===== config.mk =====
export PLATFORM = sky130hd
export DESIGN_NAME = apb_master_flat
export DESIGN_NICKNAME = d
export VERILOG_FILES = /design/src/rtl/apb_master_if.sv /design/src/rtl/apb_master.sv /design/src/flat_wrapper.sv
export SDC_FILE = /design/constraint.sdc
export NUM_CORES = 1
export LEC_CHECK = 0
export ABC_AREA = 1
export CORE_MARGIN = 2
export CORE_UTILIZATION = 41
export DETAILED_ROUTE_END_ITERATION = 8
export PLACE_DENSITY = 0.81
export RECOVER_POWER = 100
export SETUP_SLACK_MARGIN = 0.4
export SLEW_MARGIN = 20
export SYNTH_ARGS = -nofsm -noshare
export SYNTH_HDL_FRONTEND = slang
export SYNTH_SLANG_ARGS = --single-unit
export TNS_END_PERCENT = 50

===== constraint.sdc =====
create_clock -name sys_clk -period 2.2 [get_ports sys_clk]
set_input_delay 0.44 -clock sys_clk [delete_from_list [all_inputs] [get_ports sys_clk]]
set_output_delay 0.44 -clock sys_clk [all_outputs]
set_load 0.03 [all_outputs]

===== src/rtl/apb_master_if.sv =====
// Command/response and APB signal bundle for apb_master.
// The master modport is the requester's view; slave is the bench or bridge side.
interface apb_master_if #(
  parameter int ADDR_W = 12,
  parameter int DATA_W = 32
);
  localparam int STRB_W = DATA_W / 8;

  logic              cmd_valid;
  logic              cmd_ready;
  logic              cmd_write;
  logic [ADDR_W-1:0] cmd_addr;
  logic [DATA_W-1:0] cmd_wdata;
  logic [STRB_W-1:0] cmd_strb;

  logic              rsp_valid;
  logic              rsp_ready;
  logic [DATA_W-1:0] rsp_rdata;
  logic              rsp_err;
  logic              rsp_timeout;

  logic              tim_psel;
  logic              tim_penable;
  logic              tim_pwrite;
  logic [ADDR_W-1:0] tim_paddr;
  logic [DATA_W-1:0] tim_pwdata;
  logic [STRB_W-1:0] tim_pstrb;
  logic [DATA_W-1:0] tim_prdata;
  logic              tim_pready;
  logic              tim_pslverr;

  modport master (
    input  cmd_valid, cmd_write, cmd_addr, cmd_wdata, cmd_strb, rsp_ready,
           tim_prdata, tim_pready, tim_pslverr,
    output cmd_ready, rsp_valid, rsp_rdata, rsp_err, rsp_timeout,
           tim_psel, tim_penable, tim_pwrite, tim_paddr, tim_pwdata, tim_pstrb
  );

  modport slave (
    output cmd_valid, cmd_write, cmd_addr, cmd_wdata, cmd_strb, rsp_ready,
           tim_prdata, tim_pready, tim_pslverr,
    input  cmd_ready, rsp_valid, rsp_rdata, rsp_err, rsp_timeout,
           tim_psel, tim_penable, tim_pwrite, tim_paddr, tim_pwdata, tim_pstrb
  );
endinterface


===== src/rtl/apb_master.sv =====
// Single-outstanding APB requester: turns one command into a SETUP/ACCESS
// sequence and returns the result, with PSLVERR capture and a PREADY timeout.
module apb_master #(
  parameter int ADDR_W  = 12,
  parameter int DATA_W  = 32,
  parameter int TIMEOUT = 16
) (
  input logic         sys_clk,
  input logic         sys_rst,
  apb_master_if.master bus
);
  // state  | meaning
  // IDLE   | cmd_ready high, waiting for a command
  // SETUP  | PSEL high, PENABLE low, one cycle
  // ACCESS | PSEL+PENABLE high, waiting for PREADY or timeout
  // RESP   | rsp_valid high until rsp_ready
  localparam int STRB_W = DATA_W / 8;
  localparam int CNT_W  = (TIMEOUT > 0) ? $clog2(TIMEOUT + 1) : 1;
  localparam logic [CNT_W-1:0] CNT_LAST = (TIMEOUT > 0) ? CNT_W'(TIMEOUT - 1) : '0;

  typedef enum logic [1:0] {IDLE, SETUP, ACCESS, RESP} state_t;

  state_t            state, state_nxt;
  logic              psel, psel_nxt, penable, penable_nxt, pwrite, pwrite_nxt;
  logic [ADDR_W-1:0] paddr, paddr_nxt;
  logic [DATA_W-1:0] pwdata, pwdata_nxt, rdata, rdata_nxt;
  logic [STRB_W-1:0] pstrb, pstrb_nxt;
  logic              rvalid, rvalid_nxt, rerr, rerr_nxt, rto, rto_nxt;
  logic [CNT_W-1:0]  cnt, cnt_nxt;

  always_ff @(posedge sys_clk) begin
    if (sys_rst) begin
      state   <= IDLE;
      psel    <= 1'b0;
      penable <= 1'b0;
      pwrite  <= 1'b0;
      paddr   <= '0;
      pwdata  <= '0;
      pstrb   <= '0;
      rvalid  <= 1'b0;
      rerr    <= 1'b0;
      rto     <= 1'b0;
      rdata   <= '0;
      cnt     <= '0;
    end else begin
      state   <= state_nxt;
      psel    <= psel_nxt;
      penable <= penable_nxt;
      pwrite  <= pwrite_nxt;
      paddr   <= paddr_nxt;
      pwdata  <= pwdata_nxt;
      pstrb   <= pstrb_nxt;
      rvalid  <= rvalid_nxt;
      rerr    <= rerr_nxt;
      rto     <= rto_nxt;
      rdata   <= rdata_nxt;
      cnt     <= cnt_nxt;
    end
  end

  always_comb begin
    state_nxt   = state;
    psel_nxt    = psel;
    penable_nxt = penable;
    pwrite_nxt  = pwrite;
    paddr_nxt   = paddr;
    pwdata_nxt  = pwdata;
    pstrb_nxt   = pstrb;
    rvalid_nxt  = rvalid;
    rerr_nxt    = rerr;
    rto_nxt     = rto;
    rdata_nxt   = rdata;
    cnt_nxt     = cnt;
    case (state)
      IDLE: begin
        if (bus.cmd_valid) begin
          state_nxt   = SETUP;
          psel_nxt    = 1'b1;
          penable_nxt = 1'b0;
          pwrite_nxt  = bus.cmd_write;
          paddr_nxt   = bus.cmd_addr;
          cnt_nxt     = '0;
          // Reads leave PWDATA untouched and drive no strobes.
          if (bus.cmd_write) begin
            pwdata_nxt = bus.cmd_wdata;
            pstrb_nxt  = bus.cmd_strb;
          end else begin
            pstrb_nxt  = '0;
          end
        end
      end
      SETUP: begin
        state_nxt   = ACCESS;
        penable_nxt = 1'b1;
      end
      ACCESS: begin
        if (bus.tim_pready) begin
          state_nxt   = RESP;
          psel_nxt    = 1'b0;
          penable_nxt = 1'b0;
          rvalid_nxt  = 1'b1;
          rdata_nxt   = pwrite ? '0 : bus.tim_prdata;
          rerr_nxt    = bus.tim_pslverr;
          rto_nxt     = 1'b0;
        end else if (TIMEOUT != 0 && cnt == CNT_LAST) begin
          state_nxt   = RESP;
          psel_nxt    = 1'b0;
          penable_nxt = 1'b0;
          rvalid_nxt  = 1'b1;
          rdata_nxt   = '0;
          rerr_nxt    = 1'b1;
          rto_nxt     = 1'b1;
        end else begin
          cnt_nxt = cnt + CNT_W'(1);
        end
      end
      RESP: begin
        if (bus.rsp_ready) begin
          state_nxt  = IDLE;
          rvalid_nxt = 1'b0;
        end
      end
      default: state_nxt = IDLE;
    endcase
  end

  assign bus.cmd_ready   = (state == IDLE);
  assign bus.rsp_valid   = rvalid;
  assign bus.rsp_rdata   = rdata;
  assign bus.rsp_err     = rerr;
  assign bus.rsp_timeout = rto;
  assign bus.tim_psel    = psel;
  assign bus.tim_penable = penable;
  assign bus.tim_pwrite  = pwrite;
  assign bus.tim_paddr   = paddr;
  assign bus.tim_pwdata  = pwdata;
  assign bus.tim_pstrb   = pstrb;
endmodule


===== src/flat_wrapper.sv =====
// flat-port wrapper written by rule: the top's interface ports become plain ports
module apb_master_flat 
#(
  parameter int ADDR_W  = 12,
  parameter int DATA_W  = 32,
  parameter int TIMEOUT = 16
)
  (sys_clk, sys_rst, bus_cmd_valid, bus_cmd_write, bus_cmd_addr, bus_cmd_wdata, bus_cmd_strb, bus_rsp_ready, bus_tim_prdata, bus_tim_pready, bus_tim_pslverr, bus_cmd_ready, bus_rsp_valid, bus_rsp_rdata, bus_rsp_err, bus_rsp_timeout, bus_tim_psel, bus_tim_penable, bus_tim_pwrite, bus_tim_paddr, bus_tim_pwdata, bus_tim_pstrb);
  apb_master_if #(.ADDR_W(ADDR_W), .DATA_W(DATA_W)) bus_i ();
  input logic sys_clk;
  input logic sys_rst;
  input wire logic [$bits(bus_i.cmd_valid)-1:0] bus_cmd_valid;
  input wire logic [$bits(bus_i.cmd_write)-1:0] bus_cmd_write;
  input wire logic [$bits(bus_i.cmd_addr)-1:0] bus_cmd_addr;
  input wire logic [$bits(bus_i.cmd_wdata)-1:0] bus_cmd_wdata;
  input wire logic [$bits(bus_i.cmd_strb)-1:0] bus_cmd_strb;
  input wire logic [$bits(bus_i.rsp_ready)-1:0] bus_rsp_ready;
  input wire logic [$bits(bus_i.tim_prdata)-1:0] bus_tim_prdata;
  input wire logic [$bits(bus_i.tim_pready)-1:0] bus_tim_pready;
  input wire logic [$bits(bus_i.tim_pslverr)-1:0] bus_tim_pslverr;
  output wire logic [$bits(bus_i.cmd_ready)-1:0] bus_cmd_ready;
  output wire logic [$bits(bus_i.rsp_valid)-1:0] bus_rsp_valid;
  output wire logic [$bits(bus_i.rsp_rdata)-1:0] bus_rsp_rdata;
  output wire logic [$bits(bus_i.rsp_err)-1:0] bus_rsp_err;
  output wire logic [$bits(bus_i.rsp_timeout)-1:0] bus_rsp_timeout;
  output wire logic [$bits(bus_i.tim_psel)-1:0] bus_tim_psel;
  output wire logic [$bits(bus_i.tim_penable)-1:0] bus_tim_penable;
  output wire logic [$bits(bus_i.tim_pwrite)-1:0] bus_tim_pwrite;
  output wire logic [$bits(bus_i.tim_paddr)-1:0] bus_tim_paddr;
  output wire logic [$bits(bus_i.tim_pwdata)-1:0] bus_tim_pwdata;
  output wire logic [$bits(bus_i.tim_pstrb)-1:0] bus_tim_pstrb;
  assign bus_i.cmd_valid = bus_cmd_valid;
  assign bus_i.cmd_write = bus_cmd_write;
  assign bus_i.cmd_addr = bus_cmd_addr;
  assign bus_i.cmd_wdata = bus_cmd_wdata;
  assign bus_i.cmd_strb = bus_cmd_strb;
  assign bus_i.rsp_ready = bus_rsp_ready;
  assign bus_i.tim_prdata = bus_tim_prdata;
  assign bus_i.tim_pready = bus_tim_pready;
  assign bus_i.tim_pslverr = bus_tim_pslverr;
  assign bus_cmd_ready = bus_i.cmd_ready;
  assign bus_rsp_valid = bus_i.rsp_valid;
  assign bus_rsp_rdata = bus_i.rsp_rdata;
  assign bus_rsp_err = bus_i.rsp_err;
  assign bus_rsp_timeout = bus_i.rsp_timeout;
  assign bus_tim_psel = bus_i.tim_psel;
  assign bus_tim_penable = bus_i.tim_penable;
  assign bus_tim_pwrite = bus_i.tim_pwrite;
  assign bus_tim_paddr = bus_i.tim_paddr;
  assign bus_tim_pwdata = bus_i.tim_pwdata;
  assign bus_tim_pstrb = bus_i.tim_pstrb;
  apb_master #(.ADDR_W(ADDR_W), .DATA_W(DATA_W), .TIMEOUT(TIMEOUT)) u_core (.sys_clk(sys_clk), .sys_rst(sys_rst), .bus(bus_i));
endmodule

# Word level (Yosys, flattened, before mapping)
# Index checks and enable logic that the tools add are counted.
# Widths: inputs -> output; s select.
[classes]
n_addsub = 1
n_eq_ne = 9
muxes = 25
reduce_logical = 13
[op_table]
columns = ["op", "n"]
rows = [
  ["$mux 32", 3],
  ["$mux 5", 3],
  ["$reduce_and 3->1", 5],
  ["$pmux 5 s2", 1],
  ["$mux 1", 9],
  ["$mux 2", 4],
  ["$ne 2x2->1 const B", 4],
  ["$pmux 2 s4", 1],
  ["$reduce_bool 2->1", 3],
  ["$add 5x1->5 const B", 1],
  ["$eq 5x4->1 const B", 1],
  ["$eq 2x2->1 const B", 2],
  ["$mux 4", 1],
  ["$pmux 1 s2", 2],
  ["$reduce_and 2->1", 2],
  ["$reduce_and 4->1", 1],
  ["$ne 3x2->1 const B", 1],
  ["$pmux 1 s3", 1],
  ["$reduce_bool 3->1", 1],
  ["$eq 2x1->1 const B", 1],
  ["$logic_not 2->1", 1],
]
[totals]
reg_bits = 93
input_bits = 87
out_inout_bits = 87
elab_cells = 60

# Logic depth before layout (Yosys ltp)
# Gate-level depths: netlist (run 1).
[logic_depth]
ltp_word = 4
mapped_depth = 10
mapped_depth_nobuf = 10

# Worst setup path after synthesis (run 1)
# Ideal clock, no wire load.
[synth_path]
path_type = "register to register"
from = "reg u_core.state[0]"
to = "reg u_core.cnt[1]"
setup_ns = 0.113
arrival_ns = 1.522
t_required_ns = 2.087
path_slack_ns = 0.565
path_stages_with_launch = 11
n_path_buf = 1
period_less_slack_ns = 1.635
path_cell_list = "dfxtp_1 -> inv_1 -> ha_1 -> nand2_1 -> buf_2 -> nand2_1 -> nand2_1 -> inv_2 -> nand2_1 -> nand2_1 -> nor2_1"
[synth_between]
elab_chain_len = 3
word_cells_on_any_way = 8
classes_between = "eq/ne: 4; mux: 1; reduce/logical: 3"
[synth_lines]
columns = ["item", "line_no", "source"]
rows = [
  ["from (decl)", "apb_master.sv:23", "state_t state, state_nxt;"],
  ["from (signal assigned)", "apb_master.sv:46", "state <= state_nxt;"],
  ["$logic_not 2->1 *", "-", ""],
  ["via bus_cmd_ready", "flat_wrapper.sv:21", "output wire logic [$bits(bus_i.cmd_ready)-1:0] bus_cmd_ready;"],
  ["$ne 2x2->1 (no source line) or $reduce_bool 2->1 (tied branches)", "-", ""],
  ["$reduce_and 4->1 (no source line)", "-", ""],
  ["to (signal assigned)", "apb_master.sv:57", "cnt <= cnt_nxt;"],
  ["to (decl)", "apb_master.sv:29", "logic [CNT_W-1:0] cnt, cnt_nxt;"],
]
# Mark *: on every way through the listed nets, which the timed path passes. The rest lies on a longest branch.
# A chain may end at the register's enable or synchronous reset.

# Worst setup path after layout (run 1)
[layout_path]
from = "reg u_core.rdata[12] (netlist: u_core.bus.rsp_rdata[12])"
to = "out bus_rsp_rdata[12]"
[layout_rtl]
columns = ["item", "line_no", "source"]
rows = [
  ["from (decl)", "apb_master.sv:26", "logic [DATA_W-1:0] pwdata, pwdata_nxt, rdata, rdata_nxt;"],
  ["from (signal assigned)", "apb_master.sv:56", "rdata <= rdata_nxt;"],
  ["to (decl)", "flat_wrapper.sv:23", "output wire logic [$bits(bus_i.rsp_rdata)-1:0] bus_rsp_rdata;"],
]
# No word-level cell between the ends.

==> results.py, run 1 <==
metrics = {
    "global_route": {
        "grt_usage_pct": 20.8,
        "grt_max_degree": 78,
        "antenna_found_initial": 0,
        "grt_first_pass_wirelength_um": 16500,
        "grt_pass1_vias": 3574,
        "overflow": 0,
    },
    "synthesis": {
        "ys_seq_area_share_pct": 51.1,
        "syn_area_um2": 3640,
        "ys_types": 20,
        "synthCells": 460,
        "yosysWarnings": 0,
        "synthesis.nets": 553,
        "synth-seq-cells": 93,
        "syn_avg_cell_area_um2": 7.92,
    },
    "hold_path": {
        "hp-start": "u_core.bus.tim_penable$_SDFFE_PP0P_",
        "holdCritPathClass": "reg -> reg",
        "min_to": "u_core.bus.tim_penable$_SDFFE_PP0P_",
        "hold_path_depth": 2,
    },
    "cells_and_area": {
        "finish.utilization_pct": 65.1,
        "area_delta_synth_final_pct": 55.1,
        "fillers": 737,
        "multi_input_area_um2": 1550,
        "ff_latch_area_um2": 1860,
        "nets": 720,
        "drive_above_1_share_pct": 6.34,
        "diodes": 0,
    },
    "timing": {
        "drv_slew": 0,
        "period_share_pct": 85.6,
        "worst_hold_slack_ns": 0.461,
        "fmax_mhz": 531,
        "hold_viol": 0,
        "min_period_ns": 1.88,
        "fin_ws_ns": 0.317,
        "tightest_slew_ns": 0.592,
        "setup_violations": 0,
        "finalClockSkew_ns": 0.0146,
        "rsz0062_at_grt": "yes",
        "tns_ns": 0,
        "slew_headroom_pct": 60.5,
    },
    "placement": {
        "hpwl_um": 7220,
        "place_ws_ns": 0.237,
        "port_buffers": 173,
        "gp_congestion": 0.783,
    },
    "cts": {
        "cts_sinks": 93,
        "numCtsBuffers": 9,
        "clockBufferDepth": 2,
        "clkLatencyLatePin_ns": 0.35,
        "cts_tree": "built",
        "clockRootBuffer": "clkbuf_8",
        "cts_max_level": 3,
        "path_clk_slew_ns": 0.08,
        "holdBufCountCts": 0,
    },
    "critical_path": {
        "crit_arrival_ns": 1.44,
        "end_kind": "output pin",
        "rr_endpoint": "u_core.bus.rsp_timeout$_SDFFE_PP0P_",
        "critPathBufInv": 1,
        "crit_path_start_kind": "flip-flop",
        "cp.required_ns": 1.76,
        "worstSetupPathType": "reg -> out",
        "path_delay_family": "buffers and inverters",
        "r2r-start": "u_core.cnt[0]$_SDFFE_PP0P_",
        "reg2reg_depth": 10,
        "cp_cell_sequence": "dlygate4sd3_1",
        "path_max_fanout": 2,
        "critPathSlowestCell": "dlygate4sd3_1",
        "r2r_setup_slack_ns": 0.33,
        "max_stage_delay_ns": 0.75,
    },
    "drt": {
        "firstDrtPassIters": 4,
        "vias": 3676,
        "drcViolationCount": 0,
        "drt-total-wl_um": 10600,
        "routed_via_density": 4.97,
        "wire_per_inst_um": 14.4,
        "ant_nets": 0,
        "drt-initial-drc-count": 156,
    },
    "floorplanning": {
        "die_y_um": 98.3,
        "num_rows": 34,
        "start_util_pct": 42.0,
        "die_w_um": 98.3,
        "io_pins": 174,
        "core-area_um2": 8680,
        "dieArea_um2": 9650,
    },
    "pwr": {
        "peakVddDrop_mv": 0.456,
        "p_leak_nw": 2.42,
        "total_power_mw": 5.57,
        "power_density_nw_per_um2": 986,
    },
    "run_status": {
        "status": "finished, final reports clean",
    },
    "flow_run": {
        "maxCapViolCount": 0,
    },
}
==> worst max-delay path by stage <==
stage | startpoint | to | slack (ns) | depth (start not counted)
final | u_core.bus.rsp_rdata[12]$_SDFFE_PP0P_ | bus_rsp_rdata[12] | 0.32 | 1
after detailed placement | bus_cmd_valid | u_core.bus.tim_pwdata[0]$_SDFFE_PP0P_ | 0.24 | 8
after global routing | u_core.cnt[0]$_SDFFE_PP0P_ | u_core.bus.rsp_timeout$_SDFFE_PP0P_ | 0.17 | 10
after CTS | u_core.state[0]$_SDFFE_PP0P_ | bus_cmd_ready | 0.32 | 3
after global placement | bus_cmd_valid | u_core.bus.tim_pwdata[3]$_SDFFE_PP0P_ | 0.30 | 8
after floorplan | u_core.state[0]$_SDFFE_PP0P_ | u_core.cnt[1]$_SDFFE_PP0P_ | 0.57 | 10
==> kinds of logic after synthesis <==
group	Yosys count	synth area share [%]
adder cells (fa/ha/maj)	6	2.06
AO/OA/AOI/OAI	92	16.3
buffers and inverters	50	6.18
AND/OR/NAND/NOR	219	24.4
flip-flops	93	51.1
==> cell usage in the layout (no fill, tap or decap), types with 3 or more instances in the layout <==
| master | instances |
|---|---|
| dlygate4sd2_1 | 43 |
| dfxtp_1 | 93 |
| inv_1 | 16 |
| buf_6 | 3 |
| clkbuf_16 | 3 |
| dlygate4sd3_1 | 42 |
| nand3_1 | 36 |
| a211oi_1 | 23 |
| a21oi_1 | 45 |
| clkbuf_1 | 6 |
| buf_4 | 5 |
| clkdlybuf4s50_1 | 85 |
| a211oi_2 | 9 |
| o21ai_0 | 14 |
| ha_1 | 6 |
| clkbuf_8 | 10 |
| nand2_1 | 109 |
| nor2_1 | 71 |
| buf_12 | 3 |
| clkinvlp_4 | 3 |
==> Yosys cell counts <==
| cell type | instances | area share [%] |
|---|---|---|
| nor2_4 | 2 | 0.62 |
| buf_2 | 9 | 1.2 |
| nand3_1 | 36 | 4.9 |
| clkbuf_1 | 16 | 1.6 |
| nor2_1 | 70 | 7.2 |
| inv_1 | 13 | 1.3 |
| buf_4 | 3 | 0.62 |
| nand4_1 | 1 | 0.17 |
| a21oi_1 | 45 | 6.2 |
| ha_1 | 6 | 2.1 |
| dfxtp_1 | 93 | 51 |
| o21ai_0 | 14 | 1.9 |
| o211ai_1 | 1 | 0.21 |
| a211oi_2 | 10 | 3.4 |
| buf_6 | 2 | 0.62 |
| buf_1 | 3 | 0.31 |
| inv_2 | 4 | 0.41 |
| nand2_2 | 1 | 0.17 |
| nand2_1 | 109 | 11 |
| a211oi_1 | 22 | 4.5 |
==> routing by layer <==
metal  global-route usage (%)  vias to the layer above  share of wire (%)
met5                        0                        -                  0
met4                     9.06                        0                2.7
met3                     5.65                       22                7.0
met2                     36.3                      122                 50
met1                     23.8                     1686                 40
li1                         -                     1846                  -
==> through the flow <==
stage	std cells	cell area, um2
detailed placement	719	5450
finish	739	5650
global route	739	5650
CTS	734	5560
global placement	719	5450
floorplan	460	3640
==> cell type report <==
type                       count  share of cell area (%)
clock buffer                  12                    2.57
clock inverter                 3                   0.399
inverter                      17                    1.13
multi-input combinational    317                    27.4
sequential                    93                    32.9
tap                          108                    2.39
timing repair buffer         189                    33.2
==> repair_timing <==
action / in CTS / in global routing
setup buffers: 0 / 1
endpoints found under the setup margin: 88 / 119
pin swaps: 0 / 2
gates resized for setup: 44 / 15
gates cloned: 0 / 4
==> registers in the layout, summed over array words and instances (netlist names) <==
register / count
u_core.bus.tim_penable: 1
u_core.bus.tim_psel: 1
u_core.bus.rsp_valid: 1
u_core.bus.rsp_err: 1
u_core.bus.rsp_rdata: 32
u_core.bus.tim_pwrite: 1
u_core.cnt: 5
u_core.bus.tim_pstrb: 4
u_core.state: 2
u_core.bus.tim_paddr: 12
u_core.bus.rsp_timeout: 1
u_core.bus.tim_pwdata: 32
==> power by group <==
group / total [mW] / switching, mW / internal, mW
combinational: 2.41 / 1.51 / 0.903
clock: 1.00 / 0.566 / 0.437
sequential: 2.15 / 0.161 / 1.99
total: 5.57 / 2.23 / 3.33
Note: power is estimated with default switching activity, not from simulation.
==> run 2, diff against run 1 <==
--- a/config.mk
+++ b/config.mk
@@ -11,6 +11,7 @@
 export DETAILED_ROUTE_END_ITERATION = 8
 export PLACE_DENSITY = 0.81
 export RECOVER_POWER = 100
+export REMOVE_ABC_BUFFERS = 1
 export SETUP_SLACK_MARGIN = 0.4
 export SLEW_MARGIN = 20
 export SYNTH_ARGS = -nofsm -noshare
==> results.py, run 2 (synthesis results as in run 1) <==
metrics = {
    "run_status": {
        "status": "finished, final reports clean",
    },
    "timing": {
        "slew_headroom_pct": 59.8,
        "period_share_pct": 85.1,
        "tightest_slew_ns": 0.603,
        "hold_viol": 0,
        "fmax_mhz": 534,
        "fin_ws_ns": 0.327,
        "rsz0062_at_grt": "yes",
        "finalClockSkew_ns": 0.0121,
        "setup_violations": 0,
        "worst_hold_slack_ns": 0.464,
        "min_period_ns": 1.87,
        "tns_ns": 0,
        "drv_slew": 0,
    },
    "cts": {
        "path_clk_slew_ns": 0.09,
        "cts_max_level": 3,
        "cts_sinks": 93,
        "clockBufferDepth": 2,
        "clkLatencyLatePin_ns": 0.35,
        "cts_tree": "built",
        "numCtsBuffers": 9,
        "clockRootBuffer": "clkbuf_8",
        "holdBufCountCts": 0,
    },
    "critical_path": {
        "max_stage_delay_ns": 0.76,
        "cp.required_ns": 1.76,
        "critPathBufInv": 1,
        "path_max_fanout": 2,
        "cp_cell_sequence": "dlygate4sd3_1",
        "crit_path_start_kind": "flip-flop",
        "crit_arrival_ns": 1.43,
        "end_kind": "output pin",
        "critPathSlowestCell": "dlygate4sd3_1",
        "path_delay_family": "buffers and inverters",
        "worstSetupPathType": "reg -> out",
    },
    "global_route": {
        "met1_usage_pct": 24.4,
        "use_met2_pct": 35.6,
        "use_met3_pct": 5.23,
        "overflow": 0,
        "grt_pass1_vias": 3446,
        "grt_max_degree": 55,
        "antenna_found_initial": 0,
        "grt_busiest_layer": "met2",
        "grt_usage_pct": 20.5,
        "grt_first_pass_wirelength_um": 16300,
    },
    "drt": {
        "drt-total-wl_um": 10600,
        "wire_per_inst_um": 14.3,
        "drcViolationCount": 0,
        "vias": 3638,
        "drt-initial-drc-count": 111,
        "ant_nets": 0,
        "routed_via_density": 4.90,
        "firstDrtPassIters": 4,
    },
    "floorplanning": {
        "num_rows": 34,
        "core-area_um2": 8680,
        "die_y_um": 98.3,
        "start_util_pct": 42.0,
        "io_pins": 174,
        "die_w_um": 98.3,
        "dieArea_um2": 9650,
    },
    "cells_and_area": {
        "ff_latch_area_um2": 1860,
        "nets": 723,
        "fillers": 741,
        "area_delta_synth_final_pct": 55.5,
        "multi_input_area_um2": 1530,
        "layout_common_cells": "nand2_1, dfxtp_1, clkdlybuf4s50_1",
        "diodes": 0,
        "drive_above_1_share_pct": 6.94,
        "layout_commonest_cell": "nand2_1",
        "final_cells": 742,
    },
    "placement": {
        "dp.cells": 719,
        "place_ws_ns": 0.246,
        "gp_congestion": 0.773,
        "port_buffers": 173,
        "hpwl_um": 7370,
    },
    "flow_run": {
        "maxCapViolCount": 0,
    },
    "pwr": {
        "peakVddDrop_mv": 0.475,
        "p_leak_nw": 2.43,
        "power_density_nw_per_um2": 1020,
    },
    "hold_path": {
        "holdCritPathClass": "in -> reg",
    },
}
run 2: final cells by class:
class                   count  area share (%)
flip-flops and latches     93            32.9
repair buffers            192            32.9
multi-input cells         317            26.9
clock buffers              11            2.50
well taps                 108            2.39
clock inverters             4            1.28
inverters                  17            1.13
run 2: where the power goes:
group	internal [mW]	leakage [nW]	switching (mW)
Combinational	0.894	1.57	1.50
Sequential	2.00	0.760	0.164
Clock	0.664	0.105	0.572
Total	3.55	2.43	2.23
run 2: path summary, 6_finish.rpt:
kind	startpoint	end	slack, ns	cells after the start
max	u_core.bus.rsp_rdata[25]$_SDFFE_PP0P_	bus_rsp_rdata[25]	0.33	1
min	sys_rst	u_core.bus.rsp_rdata[16]$_SDFFE_PP0P_	0.46	2
max reg2reg	u_core.cnt[0]$_SDFFE_PP0P_	u_core.bus.rsp_rdata[30]$_SDFFE_PP0P_	0.35	9
min reg2reg	u_core.bus.tim_pwdata[16]$_SDFFE_PP0P_	u_core.bus.tim_pwdata[16]$_SDFFE_PP0P_	0.46	2
run 2: per-stage QoR:
stage	total power, mW	cell area [um2]	utilization [%]
CTS	5.79	5610	64.6
detailed placement	4.67	5450	62.8
floorplan	3.60	3480	-
global placement	4.60	5450	62.8
global route	6.12	5660	65.3
finish	5.79	5660	65.3
run 2: routing by layer:
layer,part of all wire (%),wire (um)
met1,42,4490
met2,50,5360
met4,1.9,197
met3,5.6,593
met5,0,0
run 2: what timing repair did:
item                                    in CTS  in global routing
gates cloned                                 0                  4
buffers inserted                             0                  4
endpoints found under the setup margin      89                 85
resized for setup                           45                 17
pin swaps                                    0                  3
